[src/rtl/vga_timing_gen.sv]
// VGA timing generator: pixel-tick divider, h/v counters, registered sync/blank.
// Optional macro SYNC_DELAY_EN delays syncs and video_on by SYNC_DELAY clk.
module vga_timing_gen #(
  parameter int CLK_DIV    = 4,
  parameter int H_VISIBLE  = 640,
  parameter int H_FRONT    = 16,
  parameter int H_SYNC     = 96,
  parameter int H_BACK     = 48,
  parameter int V_VISIBLE  = 480,
  parameter int V_FRONT    = 10,
  parameter int V_SYNC     = 2,
  parameter int V_BACK     = 33,
  parameter int SYNC_DELAY = 2
) (
  input  logic       clk,
  input  logic       reset_n,
  output logic [9:0] pix_row,
  output logic [9:0] pix_col,
  output logic       horiz_sync,
  output logic       vert_sync,
  output logic       video_on,
  output logic       pixel_tick,
  output logic       frame_start
);

  localparam int H_TOTAL = H_VISIBLE + H_FRONT + H_SYNC + H_BACK;
  localparam int V_TOTAL = V_VISIBLE + V_FRONT + V_SYNC + V_BACK;
  localparam int DIV_W   = (CLK_DIV > 1) ? $clog2(CLK_DIV) : 1;

  localparam logic [DIV_W-1:0] DIV_LAST = DIV_W'(CLK_DIV - 1);
  localparam logic [9:0] H_LAST = 10'(H_TOTAL - 1);
  localparam logic [9:0] V_LAST = 10'(V_TOTAL - 1);
  localparam logic [9:0] H_VIS  = 10'(H_VISIBLE);
  localparam logic [9:0] V_VIS  = 10'(V_VISIBLE);
  localparam logic [9:0] HS_LO  = 10'(H_VISIBLE + H_FRONT);
  localparam logic [9:0] HS_HI  = 10'(H_VISIBLE + H_FRONT + H_SYNC);
  localparam logic [9:0] VS_LO  = 10'(V_VISIBLE + V_FRONT);
  localparam logic [9:0] VS_HI  = 10'(V_VISIBLE + V_FRONT + V_SYNC);

  logic [DIV_W-1:0] div_cnt;
  logic [9:0]       h_cnt;
  logic [9:0]       v_cnt;
  logic             tick;
  logic             h_last;
  logic             v_last;
  logic             wrap_q;
  logic             hs_dec;
  logic             vs_dec;
  logic             vo_dec;
  logic             hs_q;
  logic             vs_q;
  logic             vo_q;

  assign tick   = (div_cnt == DIV_LAST);
  assign h_last = (h_cnt == H_LAST);
  assign v_last = (v_cnt == V_LAST);

  assign vo_dec = (h_cnt < H_VIS) && (v_cnt < V_VIS);
  assign hs_dec = !((h_cnt >= HS_LO) && (h_cnt < HS_HI));
  assign vs_dec = !((v_cnt >= VS_LO) && (v_cnt < VS_HI));

  always_ff @(posedge clk or negedge reset_n) begin
    if (!reset_n) begin
      div_cnt <= '0;
      h_cnt   <= '0;
      v_cnt   <= '0;
      wrap_q  <= 1'b0;
    end else begin
      div_cnt <= tick ? '0 : div_cnt + 1'b1;
      wrap_q  <= tick && h_last && v_last;
      if (tick) begin
        h_cnt <= h_last ? '0 : h_cnt + 10'd1;
        if (h_last)
          v_cnt <= v_last ? '0 : v_cnt + 10'd1;
      end
    end
  end

  // wrap_q marks counters at (0,0); frame_start lines up with pix outputs
  always_ff @(posedge clk or negedge reset_n) begin
    if (!reset_n) begin
      pix_col     <= '0;
      pix_row     <= '0;
      pixel_tick  <= 1'b0;
      frame_start <= 1'b0;
      hs_q        <= 1'b1;
      vs_q        <= 1'b1;
      vo_q        <= 1'b0;
    end else begin
      pix_col     <= h_cnt;
      pix_row     <= v_cnt;
      pixel_tick  <= tick;
      frame_start <= wrap_q;
      hs_q        <= hs_dec;
      vs_q        <= vs_dec;
      vo_q        <= vo_dec;
    end
  end

`ifdef SYNC_DELAY_EN
  logic [SYNC_DELAY-1:0] hs_sr;
  logic [SYNC_DELAY-1:0] vs_sr;
  logic [SYNC_DELAY-1:0] vo_sr;

  always_ff @(posedge clk or negedge reset_n) begin
    if (!reset_n) begin
      hs_sr <= '1;
      vs_sr <= '1;
      vo_sr <= '0;
    end else begin
      hs_sr[0] <= hs_q;
      vs_sr[0] <= vs_q;
      vo_sr[0] <= vo_q;
      for (int i = 1; i < SYNC_DELAY; i++) begin
        hs_sr[i] <= hs_sr[i-1];
        vs_sr[i] <= vs_sr[i-1];
        vo_sr[i] <= vo_sr[i-1];
      end
    end
  end

  assign horiz_sync = hs_sr[SYNC_DELAY-1];
  assign vert_sync  = vs_sr[SYNC_DELAY-1];
  assign video_on   = vo_sr[SYNC_DELAY-1];
`else
  assign horiz_sync = hs_q;
  assign vert_sync  = vs_q;
  assign video_on   = vo_q;
`endif

endmodule

[config.mk]
export PLATFORM = sky130hd
export DESIGN_NAME = vga_timing_gen
export DESIGN_NICKNAME = d
export VERILOG_FILES = /design/src/rtl/vga_timing_gen.sv
export SDC_FILE = /design/constraint.sdc
export NUM_CORES = 1
export LEC_CHECK = 0
export BUFFER_PORTS_ARGS = -buffer_cell sky130_fd_sc_hd__buf_2
export CAP_MARGIN = 20
export CORE_MARGIN = 2
export CORE_UTILIZATION = 50
export DETAILED_ROUTE_END_ITERATION = 8
export GPL_TIMING_DRIVEN = 0
export HOLD_SLACK_MARGIN = 0.1
export PLACE_DENSITY = 0.79
export SLEW_MARGIN = 15
export SYNTH_ARGS = -nofsm -noshare
export SYNTH_HDL_FRONTEND = slang
export SYNTH_SLANG_ARGS = --single-unit
[constraint.sdc]
create_clock -name clk -period 1.91 [get_ports clk]
set_input_delay 0 -clock clk [delete_from_list [all_inputs] [get_ports clk]]
set_output_delay 0 -clock clk [all_outputs]
set_load 0.02 [all_outputs]
==> results of run 1 <==
[what timing repair did]
action                                  4_1_cts  5_1_grt
hold endpoints to repair                     46        0
hold buffers                                  1        0
pin swaps                                     3        4
buffers inserted                              8        3
resized for setup                             9        4
endpoints found under the setup margin        9        8
[cell type report]
type | instances | area [um^2] | share of cell area
Buffer | 2 | 11.26 | 0.004907
Clock buffer | 6 | 72.57 | 0.03162
Clock inverter | 2 | 35.03 | 0.01527
Inverter | 6 | 22.52 | 0.009815
Multi-Input combinational cell | 86 | 634.4 | 0.2764
Sequential cell | 48 | 1209 | 0.5267
Tap cell | 48 | 60.06 | 0.02617
Timing Repair Buffer | 39 | 250.2 | 0.1091
[routing by layer]
layer / track usage / share of wire / vias up / routed length, um
li1: - / - / 584 / -
met1: 0.2007 / 0.40 / 617 / 1310
met2: 0.3222 / 0.54 / 31 / 1761
met3: 0.05208 / 0.044 / 7 / 143
met4: 0.06915 / 0.015 / 0 / 50
met5: 0 / 0 / - / 0
[report_power, final]
group | leakage, uW | internal, uW | switching, uW
Sequential | 0.000627 | 1020 | 0
Combinational | 0.000449 | 7.76 | 18.7
Clock | 0.0000552 | 388 | 306
[cells in the final DEF (no fill, tap or decap), types with 3 or more instances in the layout]
cell      instances
and3_1            3
buf_2            26
buf_4            11
clkbuf_8          5
dfrtp_1          42
dfrtp_2           4
ha_1              4
inv_1             4
nand2_1          11
nand3_1           9
nand4_1           5
nor2_1            7
nor3_1            3
o21ai_0           3
xnor2_1           6
xor2_1            4
[state kept, by name, summed over array words and instances (netlist names)]
signal and cells:
pix_col 10, frame_start 1, div_cnt 2, v_cnt 10, video_on 1, h_cnt 10, pixel_tick 1, pix_row 10
vert_sync 1, wrap_q 1, horiz_sync 1
[kinds of logic (layout without fill, tap and decap cells)]
family                     after synthesis  after routing
AOI/OAI and AO/OA                       13             13
adders and majority gates                5              5
xor gates and xnor gates                10             10
muxes                                    2              2
DFF                                     48             48
and+or+nand+nor                         56             56
buffers and inverters                   10             55
[worst paths after layout]
check / slack, ns / to / startpoint / cells past startpoint
max: 0.02 / v_cnt[2] / v_cnt[0] / 6
min: 0.21 / pix_row[2] / reset_n / 2
max reg2reg: 0.02 / v_cnt[2] / v_cnt[0] / 6
min reg2reg: 0.35 / frame_start / wrap_q / 0
max in group asynchronous: 1.13 / horiz_sync / reset_n / 3
min in group clk: 0.35 / frame_start / wrap_q / 0
[metrics by stage]
stage,total power (uW),instance area [um^2]
floorplan,1036,1863
global placement,1055,2053
detailed placement,1055,2053
CTS,1756,2245
global route,1815,2295
finish,1736,2295
==> run metrics, run 1 <==
cell taking the most area after synthesis=dfrtp_1; # diodes=0; Synth top area share=0.6204; Hold WS=0.2078 ns; Synth Warn #=0; library cells used by synthesis=39; CP max-delay cell=or4_4; dpl cells=218; number of max-cap violations=0; syn_nets=approximately 150; post-synthesis mux area share=0.01079; Worst Hold Class=in -> async; count leader, synth=dfrtp_1; nets=195; largest net degree at the start of global routing=49; critical path type=reg -> reg; post-synthesis xor/xnor area fraction=0.04720; largest family of logic cells by synthesized area=simple AND/OR/NAND/NOR gates; Cell Chain, Critical Path=inv_2 -> ha_4 -> or4b_4 -> or4_4 -> a21oi_2 -> mux2i_1; Gate Count Post-Synth=144; Synth area leaders=dfrtp_1, ha_1, dfstp_2, xnor2_1, nand3_1; vias in the first global route=about 1,300; CTS tree=done; WL/cell=roughly 14 um; clk root buf=clkbuf_8; fmax=529.2 MHz; Final GP Congestion=0.7905; gr usage total=0.1799; GRT overflow=0; cts bufs inserted=5; Critical Path Sink Type=register; pwr/cell area=roughly 760 nW/um^2; DR iter-0 viols=73; Die Width=64.92 um; CTS max path bufs=2; dpl ws=-0.1519 ns; Sink Count=48; # DRC=0; Post-synth EDFFs=0; top_reg_cell synth=dfrtp_1; CP Launch Type=register; # IOs=27; Port Buffer Count=26; Fin Setup TNS=0 ns; ANT nets after route=0; RSZ-0062 raised after global routing=yes; first-pass GRT wire length=5.623 mm; Worst Path Required=2.09 ns; sequential area share after synthesis=0.6487; leakage power=0.001131 uW; Synth Area in Simple Gates=0.1895; DIE AREA=between 4000 and 5000 um^2; Filler Cells Inserted=286; synth cell count leaders=dfrtp_1, nand2_1, nand3_1; Final Worst Setup Slack=0.02019 ns; fin util=0.6364; Final Hold Fails=0; Core Footprint=between 3000 and 4000 um^2; Tmin final=1.890 ns; Area growth syn-to-layout=23.67%; starting density of the core=0.5146; initial antenna violation count=0; Least-Margin Pin Slew=0.5183 ns; Pins Over Slew Limit=0; post-DP HPWL=2.161 mm; Compound-Gate Fraction of Synth Area=0.04518; Buf/Inv on CP=1; DIE HEIGHT=64.92 um; synthesized area=1856 um^2; final-report setup violation count=0; DRT Pass-1 Iters=4; Synth Area in Adders=0.03372; critical path's top delay family=simple AND/OR/NAND/NOR gates; Max FO, Critical Path=6; H-tree depth=2; clk_lat worst skew=0.30 ns; Vias=1,239; CP max stage delay=0.48 ns; CP arrival=2.07 ns; Max IR drop VDD=0.4776 mV; routed vias/inst=5.228; ys async rst share=1.000; Non-Filler Instances=~240; WL final=3.266 mm; proportion of layout cells with a drive suffix above 1=0.3545; Rel. slew slack=0.6545; row cnt=22; Tcrit/Tclk final=0.9894; status=completed; Final Skew=0.004009 ns; Yosys reg bits=48; Reg clk slew, reported paths=0.08 ns; mean post-synth cell area=12.89 um^2
Power figures use the tool's default switching activity.
==> inputs of run 2 (changes only) <==
ABC_CLOCK_PERIOD_IN_PS = 1910   (was default)
MAX_ROUTING_LAYER = met4   (was default)
==> run 2 against run 1 <==
Critical path type unchanged. Count of clock-buffer cells in the layout stayed put. Global-route usage is 0.66 points higher. Die area stayed put. Highest routed layer unchanged. Utilization stayed put. Largest power group unchanged.
==> run metrics, run 2 (same netlist as run 1, synthesis figures left out) <==
status=completed; Max IR drop VDD=0.4776 mV (about the same); Die Width=64.92 um (unchanged); cts bufs inserted=5 (unchanged); final instance area=2295 um^2 (unchanged); CP Launch Type=register; WL final=3.259 mm (-0.21%); # DRC=0 (unchanged); first-pass GRT wire length=5.651 mm (+0.50%); commonest non-fill, non-tap cells in the layout=dfrtp_1, buf_2, nand2_1, buf_4, nand3_1; PnR Total Power=1739 uW (+0.19%); Vias=1,242 (+0.24%); Pins Over Slew Limit=0 (unchanged); Reg clk slew, reported paths=0.08 ns (about the same); proportion of layout cells with a drive suffix above 1=0.3545 (unchanged); gr usage total=0.1864 (+0.006570); Hold WS=0.2061 ns (-0.001678 ns); initial antenna violation count=0 (unchanged); clk_lat worst skew=0.30 ns (about the same); DR iter-0 viols=72 (-1.4%); Final Hold Fails=0 (unchanged); leakage power=0.001131 uW (unchanged); Tcrit/Tclk final=0.9889 (about the same); GRT overflow=0 (unchanged); Port Buffer Count=26 (unchanged); # diodes=0 (unchanged); row cnt=22 (unchanged); critical path type=reg -> reg; ANT nets after route=0 (unchanged); Sink Count=48 (unchanged); post-DP HPWL=2.161 mm (unchanged); clk root buf=clkbuf_8; DIE AREA=4215 um^2 (unchanged); fmax=529.4 MHz (about the same); CP arrival=2.07 ns (about the same); CTS tree=done; largest net degree at the start of global routing=49 (unchanged); Least-Margin Pin Slew=0.5185 ns (+0.0001333 ns); Max FO, Critical Path=6 (unchanged); vias in the first global route=1,271 (+0.32%); Final GP Congestion=0.8017 (+1.4%); R2R Setup Slk=0.02 ns (about the same); DIE HEIGHT=64.92 um (unchanged); RSZ-0062 raised after global routing=yes; nets=195 (unchanged); routed vias/inst=5.241 (+0.24%); Tmin final=1.889 ns (-0.0009935 ns); starting density of the core=0.5146 (unchanged); Final Skew=0.004968 ns (+0.0009588 ns); DRT Pass-1 Iters=4 (unchanged); Critical Path Sink Type=register; Worst Hold Class=in -> async; Area growth syn-to-layout=23.67% (unchanged); CTS max path bufs=2 (unchanged); # IOs=27 (unchanged); Worst Path Required=2.09 ns (about the same); number of max-cap violations=0 (unchanged); cells on worst reg2reg path=6 (unchanged); final-report setup violation count=0 (unchanged); Core Footprint=3606 um^2 (unchanged); H-tree depth=2 (unchanged); Area after DPL=2053 um^2 (unchanged); Rel. slew slack=0.6544 (about the same); most common cell after layout, fill and taps aside=dfrtp_1; WL/cell=13.75 um (-0.21%); pwr/cell area=757.8 nW/um^2 (+0.19%)
run 2: layer usage:
metal,vias up,part of all wire,wire [um],GRT usage
li1,585,-,-,-
met4,0,0.015,50,0.06915
met1,620,0.40,1307,0.2031
met5,-,0,0,-
met3,8,0.044,144,0.05729
met2,29,0.54,1757,0.3209
run 2: path summary, 6_finish.rpt:
| path | startpoint | to |
|---|---|---|
| max in group asynchronous | reset_n | horiz_sync |
| max | v_cnt[0] | v_cnt[2] |
| min | reset_n | pix_row[2] |
| min in group clk | wrap_q | frame_start |
| max reg2reg | v_cnt[0] | v_cnt[2] |
| min reg2reg | wrap_q | frame_start |
run 2: worst max-delay path, cell delays in order, from the launching register on:
cell	delay, ns
dfrtp_1	0.40
inv_2	0.09
ha_4	0.13
or4b_4	0.45
or4_4	0.48
a21oi_2	0.15
mux2i_1	0.08
run 2: cell type report:
type	count	area, um^2
plain buffers	2	11.26
clock inverters	2	35.03
inverters	6	22.52
clock buffers	6	72.57
well taps	48	60.06
fillers	286	1311
repair buffers	39	250.2
multi-input cells	86	634.4
flip-flops and latches	48	1209
run 2: through the flow:
step / utilization / setup WS [ns] / TNS (ns) / instances
final: 0.6364 / 0.02118 / 0 / 237
after detailed placement: 0.5694 / -0.1519 / -0.8580 / 218
after floorplan: - / 0.02316 / 0 / 144
after CTS: 0.6225 / -0.03469 / -0.03469 / 234
after global routing: 0.6364 / -0.02580 / -0.03570 / 237
after global placement: 0.5694 / -0.09582 / -0.3902 / 218
run 2: where the power goes:
| group | switching, uW | total, uW | internal, uW |
|---|---|---|---|
| Sequential | 0 | 1020 | 1020 |
| Combinational | 18.7 | 26.5 | 7.76 |
| Clock | 309 | 697 | 388 |
run 2: what timing repair did:
action                     4_1_cts  5_1_grt
pin swaps                        3        4
hold buffers                     1        0
hold endpoints to repair        46        0
gates resized for setup          9        4
setup endpoints to repair        9        8
setup buffers                    8        3
